<file path="config.mk">
export PLATFORM = sky130hd
export DESIGN_NAME = mem_bus_arbiter_flat
export DESIGN_NICKNAME = d
export VERILOG_FILES = /design/src/rtl/mem_bus_arbiter_pkg.sv /design/src/rtl/mem_bus_arbiter_if.sv /design/src/rtl/mem_bus_arbiter_rr_pick3.sv /design/src/rtl/mem_bus_arbiter.sv /design/src/flat_wrapper.sv
export SDC_FILE = /design/constraint.sdc
export NUM_CORES = 1
export LEC_CHECK = 0
export BUFFER_PORTS_ARGS = -buffer_cell sky130_fd_sc_hd__buf_2
export CORE_MARGIN = 10
export CORE_UTILIZATION = 40
export CTS_CLUSTER_DIAMETER = 100
export DETAILED_ROUTE_END_ITERATION = 6
export PLACE_DENSITY = 0.85
export SLEW_MARGIN = 20
export SYNTH_ARGS = -nofsm -noshare
export SYNTH_HDL_FRONTEND = slang
export SYNTH_SLANG_ARGS = --single-unit
</file>
<file path="constraint.sdc">
create_clock -name clk -period 1.6 [get_ports clk]
set_input_delay 0 -clock clk [delete_from_list [all_inputs] [get_ports clk]]
set_output_delay 0 -clock clk [all_outputs]
set_load 0.01 [all_outputs]
</file>
<file path="src/rtl/mem_bus_arbiter_pkg.sv">
// mem_bus_arbiter_pkg: shared FSM states, requester indices and round-robin helpers
package mem_bus_arbiter_pkg;
  typedef enum logic [1:0] {IDLE = 2'd0, ACCESS = 2'd1, COMPLETE = 2'd2} state_t;
  localparam int REQ_CPU = 0;
  localparam int REQ_LOADER = 1;
  localparam int REQ_SCAN = 2;
  localparam int BURST_MAX_DEF = 4;
  function automatic logic [1:0] rr_next(input logic [1:0] i);
    return i == 2'(REQ_SCAN) ? 2'(REQ_CPU) : i + 2'd1;
  endfunction
  function automatic logic [1:0] oh2idx(input logic [2:0] oh);
    return oh[REQ_SCAN] ? 2'(REQ_SCAN) : oh[REQ_LOADER] ? 2'(REQ_LOADER) : 2'(REQ_CPU);
  endfunction
endpackage

</file>
<file path="src/rtl/mem_bus_arbiter_if.sv">
// mem_bus_arbiter_if: requester handshake and RAM strobes shared by the arbiter and its users
interface mem_bus_arbiter_if #(
  parameter int ADDR_W = 8,
  parameter int DATA_W = 8
);
  logic [2:0] req, lock, we, gnt, done;
  logic [3*ADDR_W-1:0] addr_in;
  logic [3*DATA_W-1:0] wdata_in;
  logic [DATA_W-1:0] rdata, ram_wdata, ram_rdata;
  logic [ADDR_W-1:0] ram_addr;
  logic ram_en, ram_we;
  modport slave (
    input req, lock, we, addr_in, wdata_in, ram_rdata,
    output gnt, done, rdata, ram_en, ram_we, ram_addr, ram_wdata
  );
  modport master (
    output req, lock, we, addr_in, wdata_in, ram_rdata,
    input gnt, done, rdata, ram_en, ram_we, ram_addr, ram_wdata
  );
endinterface

</file>
<file path="src/rtl/mem_bus_arbiter_rr_pick3.sv">
// rr_pick3: one-hot round-robin winner among three requesters, searching after last_grant
module rr_pick3 import mem_bus_arbiter_pkg::*; (
  input  logic [2:0] req,
  input  logic [1:0] last_grant,
  output logic [2:0] win
);
  logic [1:0] p0, p1, p2;
  // visit requesters in rotating priority order starting just after the previous winner
  always_comb begin
    p0 = rr_next(last_grant);
    p1 = rr_next(p0);
    p2 = rr_next(p1);
    win = req[p0] ? 3'b001 << p0 : req[p1] ? 3'b001 << p1 : req[p2] ? 3'b001 << p2 : 3'b000;
  end
endmodule

</file>
<file path="src/rtl/mem_bus_arbiter.sv">
// mem_bus_arbiter: round-robin arbiter with burst lock sharing one RAM port among three requesters
module mem_bus_arbiter import mem_bus_arbiter_pkg::*; #(
  parameter int ADDR_W = 8,
  parameter int DATA_W = 8,
  parameter int BURST_MAX = BURST_MAX_DEF
) (
  input logic clk,
  input logic reset_cycle,
  mem_bus_arbiter_if.slave bus
);
  localparam int BW = $clog2(BURST_MAX + 1);
  state_t state, state_n;
  logic [1:0] win, last_grant, sel;
  logic [2:0] pick, win_oh;
  logic [BW-1:0] burst_cnt;
  logic [ADDR_W-1:0] addr_r;
  logic [DATA_W-1:0] wdata_r, rdata_r;
  logic we_r, load, fresh, cont;

  rr_pick3 u_pick (.req(bus.req), .last_grant(last_grant), .win(pick));

  // next state, winner selection and bus strobes; RAM sees only the registered winner's request
  always_comb begin
    win_oh = 3'b001 << win;
    fresh = state == IDLE && |bus.req;
    cont = state == COMPLETE && bus.req[win] && bus.lock[win] && burst_cnt < BW'(BURST_MAX - 1);
    load = fresh || cont;
    sel = fresh ? oh2idx(pick) : win;
    state_n = state == IDLE ? (fresh ? ACCESS : IDLE) : state == ACCESS ? COMPLETE : cont ? ACCESS : IDLE;
    bus.gnt = state == ACCESS ? win_oh : 3'b000;
    bus.done = state == COMPLETE ? win_oh : 3'b000;
    bus.ram_en = state == ACCESS;
    bus.ram_we = state == ACCESS && we_r;
    bus.ram_addr = addr_r;
    bus.ram_wdata = wdata_r;
    bus.rdata = state == COMPLETE && !we_r ? bus.ram_rdata : rdata_r;
  end

  // state register; any unused encoding falls back to IDLE through state_n
  always_ff @(posedge clk or posedge reset_cycle)
    if (reset_cycle) state <= IDLE;
    else state <= state_n;

  // capture the winner's request, round-robin history, burst length and last read data
  always_ff @(posedge clk or posedge reset_cycle)
    if (reset_cycle) begin
      win <= 2'(REQ_CPU);
      last_grant <= 2'(REQ_SCAN);
      burst_cnt <= '0;
      addr_r <= '0;
      wdata_r <= '0;
      we_r <= 1'b0;
      rdata_r <= '0;
    end else begin
      if (load) begin
        win <= sel;
        we_r <= bus.we[sel];
        addr_r <= bus.addr_in[sel*ADDR_W +: ADDR_W];
        wdata_r <= bus.wdata_in[sel*DATA_W +: DATA_W];
      end
      if (fresh) last_grant <= sel;
      burst_cnt <= cont ? burst_cnt + 1'b1 : state == ACCESS ? burst_cnt : '0;
      if (state == COMPLETE && !we_r) rdata_r <= bus.ram_rdata;
    end
endmodule

</file>
<file path="src/flat_wrapper.sv">
// flat-port wrapper written by rule: the top's interface ports become plain ports
module mem_bus_arbiter_flat import mem_bus_arbiter_pkg::*;
#(
  parameter int ADDR_W = 8,
  parameter int DATA_W = 8,
  parameter int BURST_MAX = BURST_MAX_DEF
)
  (clk, reset_cycle, bus_req, bus_lock, bus_we, bus_addr_in, bus_wdata_in, bus_ram_rdata, bus_gnt, bus_done, bus_rdata, bus_ram_en, bus_ram_we, bus_ram_addr, bus_ram_wdata);
  mem_bus_arbiter_if #(.ADDR_W(ADDR_W), .DATA_W(DATA_W)) bus_i ();
  input logic clk;
  input logic reset_cycle;
  input wire logic [$bits(bus_i.req)-1:0] bus_req;
  input wire logic [$bits(bus_i.lock)-1:0] bus_lock;
  input wire logic [$bits(bus_i.we)-1:0] bus_we;
  input wire logic [$bits(bus_i.addr_in)-1:0] bus_addr_in;
  input wire logic [$bits(bus_i.wdata_in)-1:0] bus_wdata_in;
  input wire logic [$bits(bus_i.ram_rdata)-1:0] bus_ram_rdata;
  output wire logic [$bits(bus_i.gnt)-1:0] bus_gnt;
  output wire logic [$bits(bus_i.done)-1:0] bus_done;
  output wire logic [$bits(bus_i.rdata)-1:0] bus_rdata;
  output wire logic [$bits(bus_i.ram_en)-1:0] bus_ram_en;
  output wire logic [$bits(bus_i.ram_we)-1:0] bus_ram_we;
  output wire logic [$bits(bus_i.ram_addr)-1:0] bus_ram_addr;
  output wire logic [$bits(bus_i.ram_wdata)-1:0] bus_ram_wdata;
  assign bus_i.req = bus_req;
  assign bus_i.lock = bus_lock;
  assign bus_i.we = bus_we;
  assign bus_i.addr_in = bus_addr_in;
  assign bus_i.wdata_in = bus_wdata_in;
  assign bus_i.ram_rdata = bus_ram_rdata;
  assign bus_gnt = bus_i.gnt;
  assign bus_done = bus_i.done;
  assign bus_rdata = bus_i.rdata;
  assign bus_ram_en = bus_i.ram_en;
  assign bus_ram_we = bus_i.ram_we;
  assign bus_ram_addr = bus_i.ram_addr;
  assign bus_ram_wdata = bus_i.ram_wdata;
  mem_bus_arbiter #(.ADDR_W(ADDR_W), .DATA_W(DATA_W), .BURST_MAX(BURST_MAX)) u_core (.clk(clk), .reset_cycle(reset_cycle), .bus(bus_i));
endmodule
</file>
==> results of run 1 <==
==> cells in the mapped netlist (2+ instances only) <==
cell type,n,area share [%]
dfrtp_1,33,44
o221ai_1,8,3.8
nand2b_1,2,0.67
o221ai_2,10,8.1
mux2i_1,17,9.2
inv_1,20,4.0
a32o_1,2,1.1
buf_2,6,1.6
o31a_1,2,0.94
nand2b_4,2,1.5
nor2_1,8,1.6
buf_6,3,1.8
o21ai_0,2,0.54
nor3_1,2,0.54
a22o_1,2,0.94
mux2_2,8,4.8
nand2_1,7,1.4
nand3_1,17,4.6
==> power breakdown <==
| group | switching (mW) | internal, mW |
|---|---|---|
| logic | 1.72 | 1.90 |
| clock network | 0.332 | 0.624 |
| registers | 0.225 | 1.26 |
==> cell type report <==
| type | count | area share [%] |
|---|---|---|
| Clock buffer | 5 | 2.21 |
| Clock inverter | 3 | 2.21 |
| Inverter | 20 | 2.42 |
| Multi-Input combinational cell | 103 | 31.3 |
| Sequential cell | 34 | 27.4 |
| Tap cell | 52 | 2.09 |
| Timing Repair Buffer | 143 | 32.4 |
==> sequential cells by signal, summed over array words and instances (netlist names) <==
| name | count |
|---|---|
| u_core.win | 2 |
| u_core.last_grant | 2 |
| u_core.state | 2 |
| u_core.bus.ram_wdata | 8 |
| u_core.bus.ram_addr | 8 |
| u_core.we_r | 1 |
| u_core.burst_cnt | 3 |
| u_core.rdata_r | 8 |
==> stage by stage <==
| stage | instance area [µm²] | setup slack (ns) | instances |
|---|---|---|---|
| after CTS | 3010 | -0.0409 | 358 |
| after floorplan | 1890 | -0.0201 | 167 |
| final | 3110 | -0.0608 | 360 |
| after global placement | 2490 | 0.0112 | 322 |
| after detailed placement | 2490 | -0.0687 | 322 |
| after global routing | 3110 | -0.132 | 360 |
==> per-layer routing <==
metal	vias up	share of wire, %	routed length, µm	global-route usage (%)
met5	-	0	0	0
met4	0	2.1	134	4.85
met3	12	7.6	486	5.85
met2	74	55	3530	30.9
met1	898	35	2270	16.9
li1	898	-	-	-
==> worst max-delay path, delay by kind of cell, from the launching register on <==
kind            cells  cell delay [ns]
simple gates        1             0.18
flops               1             0.39
buf+inv             2             0.28
mux                 1             0.16
compound gates      3             0.50
==> timing repair <==
item / in CTS / in global routing
hold buffers: 25 / 0
endpoints found under the hold margin: 36 / 0
setup buffers: 4 / 2
resized for setup: 25 / 15
setup endpoints to repair: 25 / 24
pin swaps: 4 / 9
==> logic make-up after synthesis <==
kind of cell | after synthesis
AO/OA/AOI/OAI | 35
buffers and inverters | 30
adder cells (fa/ha/maj) | 1
multiplexers | 25
AND/OR/NAND/NOR | 42
flip-flops | 34
==> final timing paths <==
kind                              startpoint  cells past startpoint                 endpoint
max                          u_core.state[1]                      7   u_core.bus.ram_addr[5]
min                          bus_wdata_in[4]                      3  u_core.bus.ram_wdata[4]
max reg2reg                  u_core.state[1]                      7   u_core.bus.ram_addr[5]
min reg2reg                u_core.rdata_r[1]                      1        u_core.rdata_r[1]
max in group asynchronous        reset_cycle                      4   u_core.bus.ram_addr[4]
min in group asynchronous        reset_cycle                      3              u_core.we_r
==> run summary, run 1 <==
hold_ws - 0.0138 ns
failing checks - setup timing
fillcell total - 305
critical setup path kind - reg -> reg
Slowest-stage cell, CP - dfrtp_1
Syn Inst Count - 167
Tmin final - 1.66 ns
CP startpoint kind - flip-flop
syn nets - 235
worst path arrival time - 1.81 ns
core area - 4410 µm²
CTS tree - done
adder-cell share of the synthesized area - 0.673%
largest family of logic cells by synthesized area - compound AO/OA/AOI/OAI gates
# rows - 24
Reg clk slew, reported paths - 0.07 ns
root buffer cell - clkbuf_8
simple-gate share of the synthesized area - 12.0%
Vias - 1882
Critical Path RT - 1.75 ns
Post-Route WL - 6430 µm
footprint of the multi-input gates - 972 µm²
Vias/cell - 5.23
Max Freq - 0.602 GHz
Max Cap Viol - 0
Setup violations, final - 16
final HPWL from detailed placement - 4390 µm
Final Core Density - 70.4%
TNS Setup - -0.551 ns
die area - 7770 µm²
most common cell after layout, fill and taps aside - buf_2
Max Fanout on Critical Path - 10
die width - 88.2 µm
mean post-synth cell area - 11.1 µm²
layout cells sized above 1 - 51.6%
Overall Power - 6.06 mW
max-slew violations - 0
post-synthesis sequential area ratio - 45.8%
final clock skew - 0.00420 ns
Pwr per Cell Area - 1950 nW/µm²
crit end category - flip-flop
synthesis-stage register bit count - 34
# clock sinks - 34
Pleak - 1.52 nW
# IOs - 99
Initial DRT Pass Iterations - 4
status - complete, but fails checks
EDFF count, synth - 0
antenna violations before repair - 0
async set-reset flop share out of synthesis - 100%
H-tree depth - 2
Max IR drop VDD - 1.04 mV
Final Cycle Share - 104%
ANT cells - 0
setup slack, reg-to-reg - -0.06 ns
multiplexer area fraction after synthesis - 14.0%
die height - 88.2 µm
Skew-Pair Late Insertion Delay - 0.28 ns
DRC - 0
Port Buf Inserts - 98
synth warn - 0
Cell variety after synth - 34
most frequent cells in the layout - buf_2 (90), dfrtp_1 (33), dlygate4sd3_1 (25)
crit path cell chain - buf_6 > nor2_4 > o31ai_4 > a32o_2 > buf_12 > mux2i_1 > o221ai_1
Synth Area in XOR/XNOR - 0%
Starting Density - 42.1%
largest net degree at the start of global routing - 36
Final WS setup - -0.0608 ns
DR iter-0 viols - 75
Synth Flop Type - dfrtp_1
worst-margin pin slew - 0.562 ns
grt total ovfl - 0
CTS max path bufs - 2
final hold vios - 0
largest stage delay on the critical path - 0.39 ns
GPL Wtd Cong - 0.791
Max-slew headroom - 62.5%
post-route ant nets - 0
RSZ-0062 raised after global routing - yes
type of the tightest min-delay check - in -> reg
sequential cell area - 852 µm²
cts bufs inserted - 5
GR Util All Layers - 16.6%
Layout area overhead - 67.2%
mean routed wirelength per cell - 17.9 µm
first-pass GRT wire length - 10400 µm
layout net count - 375
Synth Area in Compound Gates - 19.8%
vias in the first global route - 2124
Post-Syn Area - 1860 µm²
Power figures use the tool's default switching activity.
==> run 2: changes to the inputs <==
- TNS_END_PERCENT: default -> 10
==> run 2 against run 1 <==
The flow still finishes with violations (setup timing). Clock skew rose by 0.00056 ns. Cell count rose by 1.9%. Core utilization rose by 1.2 points. Global-route usage fell by 0.47 points. Critical path type unchanged. Critical endpoint is now u_core.bus.ram_addr[3]. Largest power group unchanged.
==> run summary, run 2 (same netlist as run 1, synthesis figures left out) <==
RSZ-0062 raised after global routing - yes
GR Util All Layers - 16.1% (-0.47 points)
Max Fanout on Critical Path - 7 (-3)
final HPWL from detailed placement - 4220 µm (-4.1%)
GPL Wtd Cong - 0.799 (+1.0%)
Setup violations, final - 7 (-9)
fillcell total - 300 (-1.6%)
footprint of the multi-input gates - 966 µm² (-0.64%)
largest net degree at the start of global routing - 35 (-2.8%)
setup slack, reg-to-reg - -0.02 ns (+0.04 ns)
Initial DRT Pass Iterations - 4 (unchanged)
Final WS setup - -0.0229 ns (+0.0379 ns)
CTS max path bufs - 2 (unchanged)
most frequent cells in the layout - buf_2 (90), dfrtp_1 (32), dlygate4sd3_1 (28)
Pwr per Cell Area - 1940 nW/µm² (-0.41%)
Max Freq - 0.616 GHz (+2.3%)
post-route ant nets - 0 (unchanged)
vias in the first global route - 2065 (-2.8%)
die width - 88.2 µm (unchanged)
Reg clk slew, reported paths - 0.08 ns (about the same)
Pleak - 1.55 nW (+1.6%)
hold_ws - 0.00405 ns (-0.00973 ns)
Worst path top cell family by delay - flip-flops
Tmin final - 1.62 ns (-0.0379 ns)
mean routed wirelength per cell - 18.1 µm (+1.1%)
Critical Path RT - 1.81 ns (+0.06 ns)
Vias/cell - 5.17 (-1.2%)
Max IR drop VDD - 0.838 mV (-19%)
crit path cell chain - buf_6 > o22ai_4 > a32o_2 > clkbuf_16 > mux2i_4 > o221ai_2
die area - 7770 µm² (unchanged)
DR iter-0 viols - 89 (+19%)
# rows - 24 (unchanged)
cts bufs inserted - 5 (unchanged)
layout cells sized above 1 - 52.5% (+0.92 points)
largest stage delay on the critical path - 0.54 ns (+0.15 ns)
worst path arrival time - 1.83 ns (+0.02 ns)
DRC - 0 (unchanged)
failing checks - setup timing
CP startpoint kind - flip-flop
final clock skew - 0.00476 ns (+0.000556 ns)
root buffer cell - clkbuf_8
placed cells - 322 (unchanged)
worst-margin pin slew - 0.433 ns (-0.129 ns)
CP bufs+invs - 2 (unchanged)
Overall Power - 6.14 mW (+1.4%)
Post-Layout Cell Count - 367 (+1.9%)
Final Cycle Share - 101% (-2.4 points)
# IOs - 99 (unchanged)
Starting Density - 42.1% (unchanged)
Layout area overhead - 70.1%
# clock sinks - 34 (unchanged)
grt total ovfl - 0 (unchanged)
Vias - 1896 (+0.74%)
CTS tree - done
final hold vios - 0 (unchanged)
Place WS - -0.0584 ns (+0.0103 ns)
core area - 4410 µm² (unchanged)
Max Cap Viol - 0 (unchanged)
critical setup path kind - reg -> reg
antenna violations before repair - 0 (unchanged)
Post-Route WL - 6630 µm (+3.1%)
type of the tightest min-delay check - in -> reg
max-slew violations - 0 (unchanged)
Slowest-stage cell, CP - dfstp_2
Skew-Pair Late Insertion Delay - 0.29 ns (about the same)
most common cell after layout, fill and taps aside - buf_2
first-pass GRT wire length - 9940 µm (-4.7%)
die height - 88.2 µm (unchanged)
layout net count - 381 (+1.6%)
Port Buf Inserts - 98 (unchanged)
H-tree depth - 2 (unchanged)
Max-slew headroom - 71.2% (+8.7 points)
sequential cell area - 853 µm² (+0.15%)
Final Core Density - 71.7% (+1.2 points)
crit end category - flip-flop
status - complete, but fails checks
==> run 2: cell types whose count changed in the layout (fill, tap and decap cells not counted), moves of 2 or more <==
cell	before	now
buf_4	13	16
mux2i_4	4	1
dlygate4sd3_1	25	28
mux2i_2	2	4
==> run 2: what timing repair did <==
item                       4_1_cts  5_1_grt
cloned                           0        1
buffers inserted                 5        2
gates resized for setup         23       12
setup endpoints to repair       25       25
hold buffers                    28        0
pin swaps                        1        4
hold endpoints to repair        56        0
==> run 2: layout make-up <==
class                           count  share of cell area, %
Multi-Input combinational cell    103                   30.5
Timing Repair Buffer              149                   33.6
Clock buffer                        5                   2.18
Sequential cell                    34                   27.0
Clock inverter                      3                   2.18
Tap cell                           52                   2.06
Antenna cell                        1                 0.0791
Inverter                           20                   2.37
==> run 2: per-stage QoR <==
stage / instance area, µm² / TNS, ns
after CTS: 3060 / -0.254
final: 3160 / -0.0754
after detailed placement: 2500 / -0.520
after global placement: 2500 / 0
after floorplan: 1890 / -0.189
after global routing: 3160 / -1.53
==> run 2: metal layers <==
layer / track usage (%) / vias to the layer above / part of all wire, %
met5: 0 / - / 0
met4: 3.57 / 0 / 1.2
met3: 5.76 / 9 / 6.7
met2: 31.6 / 73 / 57
met1: 15.5 / 904 / 35
li1: - / 910 / -
==> run 2: worst paths after layout <==
| check | from | cells after the start | end |
|---|---|---|---|
| min in group asynchronous | reset_cycle | 4 | u_core.bus.ram_addr[0] |
| worst max-delay path | u_core.last_grant[1] | 6 | u_core.bus.ram_addr[3] |
| worst min register to register | u_core.rdata_r[3] | 1 | u_core.rdata_r[3] |
| worst max register to register | u_core.last_grant[1] | 6 | u_core.bus.ram_addr[3] |
| max in group asynchronous | reset_cycle | 4 | u_core.last_grant[1] |
| worst min-delay path | bus_addr_in[2] | 3 | u_core.bus.ram_addr[2] |
==> run 2: power by group <==
group | internal [mW] | switching (mW)
clock network | 0.624 | 0.334
registers | 1.26 | 0.236
logic | 1.96 | 1.73
total | 3.84 | 2.30
==> run 2: worst register-to-register path, cell delays in order, from the launching register on <==
cell,delay (ns)
dfstp_2,0.54
buf_6,0.11
o22ai_4,0.06
a32o_2,0.32
clkbuf_16,0.18
mux2i_4,0.18
o221ai_2,0.14
==> run 3: changes to the inputs <==
- CORE_UTILIZATION: 40 -> 41
- PLACE_DENSITY: 0.85 -> 0.76
- SYNTH_HIERARCHICAL: default -> 1
==> run 3 against run 2 <==
The flow still finishes with violations (setup timing). Core utilization fell by 1.9 points. Power is 8.4% lower. Register-to-register slack lost 0.22 ns. Die area decreased by 0.10%. Combinational power is 11% lower. Via count grew 9.5%. Clock skew rose by 0.0046 ns. Routed wire length decreased by 0.54%. Fmax down 12%. Non-clock buffer count fell by 3. Critical path depth increased by 2. Largest cell class is now multi-input gates.
==> run summary, run 3 <==
status - complete, but fails checks
failing checks - setup timing
Max Cap Viol - 0 (unchanged)
Gate power share - 58.7% (-1.3 points)
worst setup path endpoint - u_core/bus.ram_addr[7]
CTS tree - done
Post-Syn Area - 1900 µm² (+2.4%)
crit end category - flip-flop
Overall Power - 5.63 mW (-8.4%)
final clock skew - 0.00934 ns (+0.00459 ns)
TNS Setup - -4.92 ns (-4.85 ns)
most frequent cells in the layout - buf_2 (98), dfrtp_1 (32), buf_4 (23)
H-tree depth - 2 (unchanged)
setup slack, reg-to-reg - -0.25 ns (-0.22 ns)
die area - 7770 µm² (-0.10%)
max-slew violations - 0 (unchanged)
CP bufs+invs - 1 (-1)
Post-Layout Cell Count - 395 (+7.6%)
Final Cycle Share - 115% (+14 points)
WP depth - 8 (+2)
type of the tightest min-delay check - in -> reg
post-route ant nets - 0 (unchanged)
worst-margin pin slew - 0.437 ns (+0.00457 ns)
first-pass GRT wire length - 10300 µm (+3.4%)
GR Util All Layers - 16.4% (+0.22 points)
# rows - 24 (unchanged)
Starting Density - 43.1% (+0.99 points)
syn nets - 268 (+14%)
Tmin final - 1.85 ns (+0.225 ns)
Max-slew headroom - 70.8% (-0.30 points)
Port Buf Inserts - 98 (unchanged)
root buffer cell - clkbuf_8
Worst setup startpoint - u_core/last_grant[1]
mean routed wirelength per cell - 16.7 µm (-7.6%)
launching point of the worst reg2reg path - u_core/last_grant[1]
Max Fanout on Critical Path - 6 (-1)
RSZ-0062 raised after global routing - yes
Max Freq - 0.541 GHz (-12%)
layout cells sized above 1 - 52.2% (-0.36 points)
Worst path top cell family by delay - simple AND/OR/NAND/NOR gates
# clock sinks - 34 (unchanged)
cts bufs inserted - 5 (unchanged)
# IOs - 99 (unchanged)
fillcell total - 335 (+12%)
vias in the first global route - 2194 (+6.2%)
Initial DRT Pass Iterations - 4 (unchanged)
P_int - 3.36 mW (-12%)
DRC - 0 (unchanged)
Setup violations, final - 25 (+18)
Reg clk slew, reported paths - 0.07 ns (about the same)
Critical Path RT - 1.77 ns (-0.04 ns)
Layout area overhead - 61.9%
CP startpoint kind - flip-flop
Final WS setup - -0.248 ns (-0.225 ns)
ANT cells - 0 (-1)
clock power share - 14.3% (-1.3 points)
GPL Wtd Cong - 0.847 (+6.1%)
CTS max path bufs - 2 (unchanged)
layout net count - 411 (+7.9%)
Max IR drop VDD - 0.774 mV (-7.7%)
die height - 88.1 µm (about the same)
sw frac - 40.2% (+2.8 points)
Skew-Pair Late Insertion Delay - 0.29 ns (about the same)
largest stage delay on the critical path - 0.56 ns (+0.02 ns)
most common cell after layout, fill and taps aside - buf_2
mean post-synth cell area - 9.52 µm² (-15%)
Vias/cell - 5.26 (+1.7%)
Flop pwr share - 27.0% (+2.6 points)
final HPWL from detailed placement - 4830 µm (+14%)
RR Endpoint - u_core/bus.ram_addr[7]
grt total ovfl - 0 (unchanged)
synth warn - 6 (+6)
largest net degree at the start of global routing - 35 (unchanged)
final hold vios - 0 (unchanged)
reg2reg path depth - 8 (+2)
die width - 88.1 µm (about the same)
core area - 4410 µm² (unchanged)
Vias - 2076 (+9.5%)
Pleak - 1.50 nW (-3.4%)
placed cells - 366 (+14%)
antenna violations before repair - 0 (unchanged)
Syn Inst Count - 200 (+20%)
crit path cell chain - nor2b_4 > a22o_1 > nor4b_4 > nand2_2 > buf_6 > and3_4 > o21ai_2 > a31oi_1
Pwr per Cell Area - 1830 nW/µm² (-6.0%)
Post-Route WL - 6590 µm (-0.54%)
Slowest-stage cell, CP - dfstp_2
worst path arrival time - 2.02 ns (+0.19 ns)
net switching power - 2.26 mW (-1.7%)
critical setup path kind - reg -> reg
DR iter-0 viols - 65 (-27%)
[run 3: cell type report]
cell class                      count  area [µm²]  area share (%)
Timing Repair Buffer              146         937            30.4
Tap cell                           52        65.1            2.11
Sequential cell                    34         853            27.7
Multi-Input combinational cell    151        1090            35.5
Clock buffer                        6        82.6            2.68
Inverter                            5        18.8           0.609
Clock inverter                      1        30.0           0.975
[run 3: power groups by stage]
stage,Combinational [mW],Clock (mW),Sequential (mW)
2_1_floorplan,1.73,0,1.58
3_3_place_gp,2.97,0,1.48
3_5_place_dp,3.04,0,1.51
4_1_cts,3.14,0.820,1.50
5_1_grt,3.60,0.854,1.57
6_report,3.30,0.803,1.52
[run 3: how the worst min path moves through the flow]
stage | depth (start not counted) | slack [ns] | to | from
after detailed placement | 3 | 0.13 | u_core/rdata_r[1] | reset_cycle
after global routing | 3 | 0.02 | u_core/bus.ram_wdata[7] | bus_wdata_in[15]
after global placement | 3 | 0.11 | u_core/rdata_r[4] | reset_cycle
after floorplan | 1 | 0.14 | u_core/burst_cnt[0] | reset_cycle
after CTS | 3 | 0.01 | u_core/bus.ram_wdata[1] | bus_wdata_in[17]
final | 3 | 0.02 | u_core/bus.ram_wdata[7] | bus_wdata_in[15]
[run 3: timing repair]
| action | 4_1_cts | 5_1_grt |
|---|---|---|
| hold endpoints to repair | 52 | 0 |
| buffers inserted | 0 | 1 |
| endpoints found under the setup margin | 25 | 29 |
| pin swaps | 9 | 23 |
| hold buffers | 20 | 0 |
| gates cloned | 0 | 1 |
| gates resized for setup | 7 | 22 |
[run 3: tightest hold or removal path, stage by stage]
cell and delay, ns:
buf_2 0.08, a211oi_2 0.05, o2bb2ai_1 0.13
[run 3: through the flow]
| stage | setup slack [ns] | hold WS (ns) | utilization [%] | area (µm²) |
|---|---|---|---|---|
| finish | -0.248 | 0.0208 | 69.8 | 3080 |
| global route | -0.377 | 0.0248 | 69.8 | 3080 |
| CTS | -0.278 | 0.0139 | 67.6 | 2980 |
| detailed placement | -0.285 | 0.134 | 60.0 | 2650 |
| global placement | -0.228 | 0.110 | 60.0 | 2650 |
| floorplan | -0.142 | 0.141 | - | 1940 |
[run 3: routing by layer]
layer  share of wire (%)  vias up  global-route usage [%]
li1                    -     1015                       -
met1                  39      965                    17.0
met2                  50       90                    28.5
met3                  10        6                    7.80
met4                0.99        0                    5.28
met5                   0        -                       0
